File: src/rtl/boron_dec_sequencer.sv
// Control sequencer for the Boron decryption datapath: accepts one block via valid/ready, runs the
// forward key schedule, then ROUNDS inverse rounds, then final whitening, and holds the result until it is popped.
module boron_dec_sequencer #(
  parameter int ROUNDS = 25,
  parameter int CNT_W  = 5
) (
  input  logic             clk,
  input  logic             reset,
  input  logic             in_valid,
  output logic             in_ready,
  output logic             out_valid,
  input  logic             out_ready,
  input  logic             abort,
  output logic             busy,
  output logic             load_s,
  output logic             key_gen_s,
  output logic             round_one_s,
  output logic             final_s,
  output logic             text_we,
  output logic             key_we,
  output logic [CNT_W-1:0] round_cnt
);

  typedef enum logic [2:0] {
    S_IDLE   = 3'd0,
    S_LOAD   = 3'd1,
    S_KEYGEN = 3'd2,
    S_FIRST  = 3'd3,
    S_ROUND  = 3'd4,
    S_FINAL  = 3'd5,
    S_DONE   = 3'd6
  } state_t;

  localparam logic [CNT_W-1:0] CNT_MAX = CNT_W'(ROUNDS);
  localparam logic [CNT_W-1:0] CNT_ONE = CNT_W'(1);

  state_t           state_q, state_d;
  logic [CNT_W-1:0] cnt_q, cnt_d;

  always_ff @(posedge clk) begin
    if (reset) begin
      state_q <= S_IDLE;
      cnt_q   <= '0;
    end else begin
      state_q <= state_d;
      cnt_q   <= cnt_d;
    end
  end

  always_comb begin
    state_d = state_q;
    cnt_d   = cnt_q;
    if (abort) begin
      state_d = S_IDLE;
      cnt_d   = '0;
    end else begin
      case (state_q)
        S_IDLE: begin
          // Counter is primed on accept so LOAD already presents round constant 1.
          if (in_valid) begin
            state_d = S_LOAD;
            cnt_d   = CNT_ONE;
          end
        end
        S_LOAD: begin
          state_d = S_KEYGEN;
          cnt_d   = CNT_ONE;
        end
        S_KEYGEN: begin
          if (cnt_q >= CNT_MAX) begin
            state_d = S_FIRST;
          end else begin
            cnt_d = cnt_q + CNT_ONE;
          end
        end
        S_FIRST: begin
          if (cnt_q != '0) cnt_d = cnt_q - CNT_ONE;
          state_d = (cnt_q <= CNT_ONE) ? S_FINAL : S_ROUND;
        end
        S_ROUND: begin
          if (cnt_q != '0) cnt_d = cnt_q - CNT_ONE;
          if (cnt_q <= CNT_ONE) state_d = S_FINAL;
        end
        S_FINAL: begin
          state_d = S_DONE;
        end
        S_DONE: begin
          if (out_ready) begin
            state_d = S_IDLE;
            cnt_d   = '0;
          end
        end
        default: begin
          state_d = S_IDLE;
          cnt_d   = '0;
        end
      endcase
    end
  end

  always_comb begin
    load_s      = 1'b0;
    key_gen_s   = 1'b0;
    round_one_s = 1'b0;
    final_s     = 1'b0;
    text_we     = 1'b0;
    key_we      = 1'b0;
    out_valid   = 1'b0;
    case (state_q)
      S_LOAD: begin
        load_s  = 1'b1;
        text_we = 1'b1;
        key_we  = 1'b1;
      end
      S_KEYGEN: begin
        key_gen_s = 1'b1;
        key_we    = 1'b1;
      end
      S_FIRST: begin
        round_one_s = 1'b1;
        text_we     = 1'b1;
        key_we      = 1'b1;
      end
      S_ROUND: begin
        text_we = 1'b1;
        key_we  = 1'b1;
      end
      S_FINAL: begin
        final_s = 1'b1;
        text_we = 1'b1;
      end
      S_DONE: begin
        out_valid = 1'b1;
      end
      default: begin
        out_valid = 1'b0;
      end
    endcase
  end

  assign in_ready  = (state_q == S_IDLE);
  assign busy      = (state_q != S_IDLE);
  assign round_cnt = cnt_q;

endmodule

File: config.mk
export PLATFORM = sky130hd
export DESIGN_NAME = boron_dec_sequencer
export DESIGN_NICKNAME = d
export VERILOG_FILES = /design/src/rtl/boron_dec_sequencer.sv
export SDC_FILE = /design/constraint.sdc
export NUM_CORES = 1
export LEC_CHECK = 0
export BUFFER_PORTS_ARGS = -buffer_cell sky130_fd_sc_hd__buf_4
export CAP_MARGIN = 20
export CORE_MARGIN = 2
export CORE_UTILIZATION = 30
export DETAILED_ROUTE_END_ITERATION = 10
export GPL_TIMING_DRIVEN = 0
export PLACE_DENSITY = 0.48
export SYNTH_ARGS = -nofsm -noshare
export SYNTH_HDL_FRONTEND = slang
export SYNTH_SLANG_ARGS = --single-unit
File: constraint.sdc
create_clock -name clk -period 2.93 [get_ports clk]
set_clock_uncertainty 0.15 [all_clocks]
set_input_delay 0 -clock clk [delete_from_list [all_inputs] [get_ports clk]]
set_output_delay 0 -clock clk [all_outputs]
set_load 0.05 [all_outputs]
==> flow_metrics.py <==
metrics = {
    "power": {
        "power_density_nw_per_um2": 313,
        "intPower_uw": 195,
        "leakagePower_uw": 0.000408,
        "total_power_uw": 297,
        "p_sw_frac": 0.345,
        "vdd_drop_max_v": 0.000168,
        "seqPwrFrac": 0.395,
        "p_sw_uw": 103,
        "combPwrFrac": 0.315,
        "p_clk_frac": 0.290,
    },
    "sta": {
        "tightest_slew_ps": 405,
        "finalSetupTns_ps": 0,
        "rsz0062_at_grt": "false",
        "slew_violations": 0,
        "period_needed_ps": 2650,
        "timing.fmax_mhz": 378,
        "period_share": 0.903,
        "setup_viol": 0,
        "hold_viol": 0,
        "slew_headroom": 0.726,
        "setup_ws_ps": 285,
    },
    "die": {
        "dieArea_um2": 2830,
        "coreArea_um2": 2250,
        "fp-row-count": 17,
        "fp.dieH_um": 53.2,
        "ios": 19,
        "die_w_um": 53.2,
        "start_util": 0.322,
    },
    "setup_path": {
        "start_kind": "flip-flop",
        "arrival_ps": 2690,
        "crit_buf_inv": 2,
        "crit_path_end_kind": "flip-flop",
        "crit_fanout": 10,
        "crit_type": "reg2reg",
        "cpMaxStageDelayCell": "dfxtp_1",
        "slowest_delay_ps": 460,
        "crit_top_cell": "a221o_1",
        "cp.required_ps": 2970,
        "ff2ff_setup_slack_ps": 280,
        "path_cells": "inv_1, ha_1, or4_1, a32o_1, a221o_1, buf_6, a221o_1, o22ai_2",
        "crit_family": "compound AO/OA/AOI/OAI gates",
    },
    "cells_and_area": {
        "finalInstanceArea_um2": 950,
        "nets": 132,
        "antenna_cells": 0,
        "area_delta_synth_final_pct": 30.6,
        "drive_gt1_frac": 0.215,
        "instances_no_fill": 149,
    },
    "synthesis": {
        "ys_warn_count": 0,
        "ys_types": 36,
        "ys_seq_elements": 8,
        "synth.yosys.seq_area_share": 0.220,
        "syn_inst": 97,
        "synth_area_um2": 727,
        "syn_nets": 106,
        "syn_area_per_cell_um2": 7.49,
    },
    "clocking": {
        "hold_buffers": 3,
        "clk_latency_ps": 260,
        "clkTransAtPathRegs_ps": 60,
        "numCtsBuffers": 3,
        "clockRootBuffer": "clkbuf_4",
        "cts_tree": "yes",
        "htree_levels": 1,
        "ctsLongestPathBuffers": 2,
        "cts_num_sinks": 8,
        "postCtsSetupBuffers": 0,
        "cts_resized": 0,
    },
    "route": {
        "drtPass1Iterations": 4,
        "vias_per_cell": 5.42,
        "wl_per_cell_um": 13.3,
        "drtIter0Drc": 22,
        "dr_total_vias": 807,
        "drt_wl_total_mm": 1.98,
        "drtAntennaViolNets": 0,
        "drc": 0,
    },
    "place": {
        "preCtsSetupSlack_ps": 307,
        "dpl_cell_area_um2": 897,
        "dp_hpwl_mm": 1.46,
        "gp_congestion": 0.773,
        "port_buffers": 18,
        "placed_cells": 143,
    },
    "global_routing": {
        "grt_pass1_wl_mm": 3.06,
        "grt_max_degree": 11,
        "grtUsageTotal": 0.154,
        "grt_pass1_vias": 687,
        "antenna_found_initial": 0,
        "overflow": 0,
    },
    "hold_path": {
        "min_path_type": "in2reg",
    },
    "run": {
        "cap_violations": 0,
    },
    "outcome": {
        "outcome": "finished clean",
    },
}
cell type report:
cell class	instances	area [µm²]
plain buffers	7	41.3
multi-input cells	76	503
flip-flops and latches	8	160
clock buffers	3	22.5
repair buffers	21	165
fillers	257	1310
inverters	6	22.5
well taps	28	35.0
registers in the layout (all words and copies together), names as in the netlist:
name,count
state_q,3
round_cnt,5
Yosys cell counts (all sizes together):
cell type,instances,area (µm²)
a221oi,1,8.76
inv,6,22.5
nand2,7,26.3
nand2b,3,18.8
and3b,1,8.76
o22ai,1,12.5
nand3b,2,15.0
o21ai,4,20.0
a31oi,2,12.5
or2,2,12.5
nor4b,2,17.5
a221o,3,30.0
and3,2,12.5
o21bai,1,7.51
o221a,1,11.3
a21o,1,7.51
nor3,2,10.0
dfxtp,8,160
xor2,1,8.76
a32o,1,10.0
nor2,8,30.0
nand3,3,15.0
clkbuf,5,18.8
ha,4,50.1
a21oi,8,40.0
a22oi,1,7.51
or3,2,12.5
xnor2,1,8.76
o221ai,1,8.76
nor2b,3,18.8
buf,2,22.5
or4,1,7.51
nor3b,1,7.51
a211oi,4,30.0
o31ai,1,7.51
or3b,1,8.76
worst min-delay path, delay by kind of cell:
family,cells,cell delay (ps)
buf+inv,2,370
compound gates,1,70
simple gates,1,90
per-stage QoR:
step           hold slack (ps)  utilization
3_5_place_dp               136        0.398
6_report                   174        0.421
5_1_grt                    201        0.421
3_3_place_gp               136        0.398
2_1_floorplan             17.3            -
4_1_cts                    176        0.421
cells by family (layout without fill, tap and decap cells):
| logic type | count (synthesis) | after routing | synth area share |
|---|---|---|---|
| adders and majority gates | 4 | 4 | 0.0688 |
| buffers and inverters | 13 | 37 | 0.0878 |
| xor gates and xnor gates | 2 | 2 | 0.0241 |
| DFF | 8 | 8 | 0.220 |
| and+or+nand+nor | 40 | 40 | 0.305 |
| AOI/OAI and AO/OA | 30 | 30 | 0.294 |
power groups by stage:
stage               registers, µW  clock network, µW  logic (µW)
global route                  118                103         101
global placement              120                  0        90.6
detailed placement            120                  0        90.2
CTS                           117               90.1        94.1
floorplan                     124                  0        60.7
finish                        117               86.3        93.7
final timing paths:
path,startpoint,cells past startpoint,end
min reg2reg,round_cnt[4],2,round_cnt[4]
max reg2reg,round_cnt[1],8,round_cnt[3]
max,round_cnt[1],8,round_cnt[3]
min,abort,4,state_q[1]
cell usage in the layout (no fill, tap or decap), drive strengths merged:
cell,Yosys,routed
or3,2,2
a22oi,1,1
o221ai,1,1
dfxtp,8,8
or2,2,2
nand2b,3,3
or3b,1,1
and3b,1,1
a21oi,8,8
nand3b,2,2
xnor2,1,1
a32o,1,1
clkbuf,5,8
nor2b,3,3
nand3,3,3
nand2,7,7
buf,2,20
and3,2,2
inv,6,6
nor3,2,2
o31ai,1,1
a21o,1,1
a31oi,2,2
o22ai,1,1
xor2,1,1
or4,1,1
a211oi,4,4
nor3b,1,1
ha,4,4
nor4b,2,2
o221a,1,1
a221o,3,3
o21ai,4,4
dlygate4sd3,0,3
a221oi,1,1
nor2,8,8
o21bai,1,1
per-layer routing:
metal / track usage / wire [µm]
met5: 0 / 0
met4: 0.145 / 86
met3: 0.00847 / 56
met2: 0.233 / 924
met1: 0.192 / 913
No activity file was read; power rests on OpenSTA's default activity.
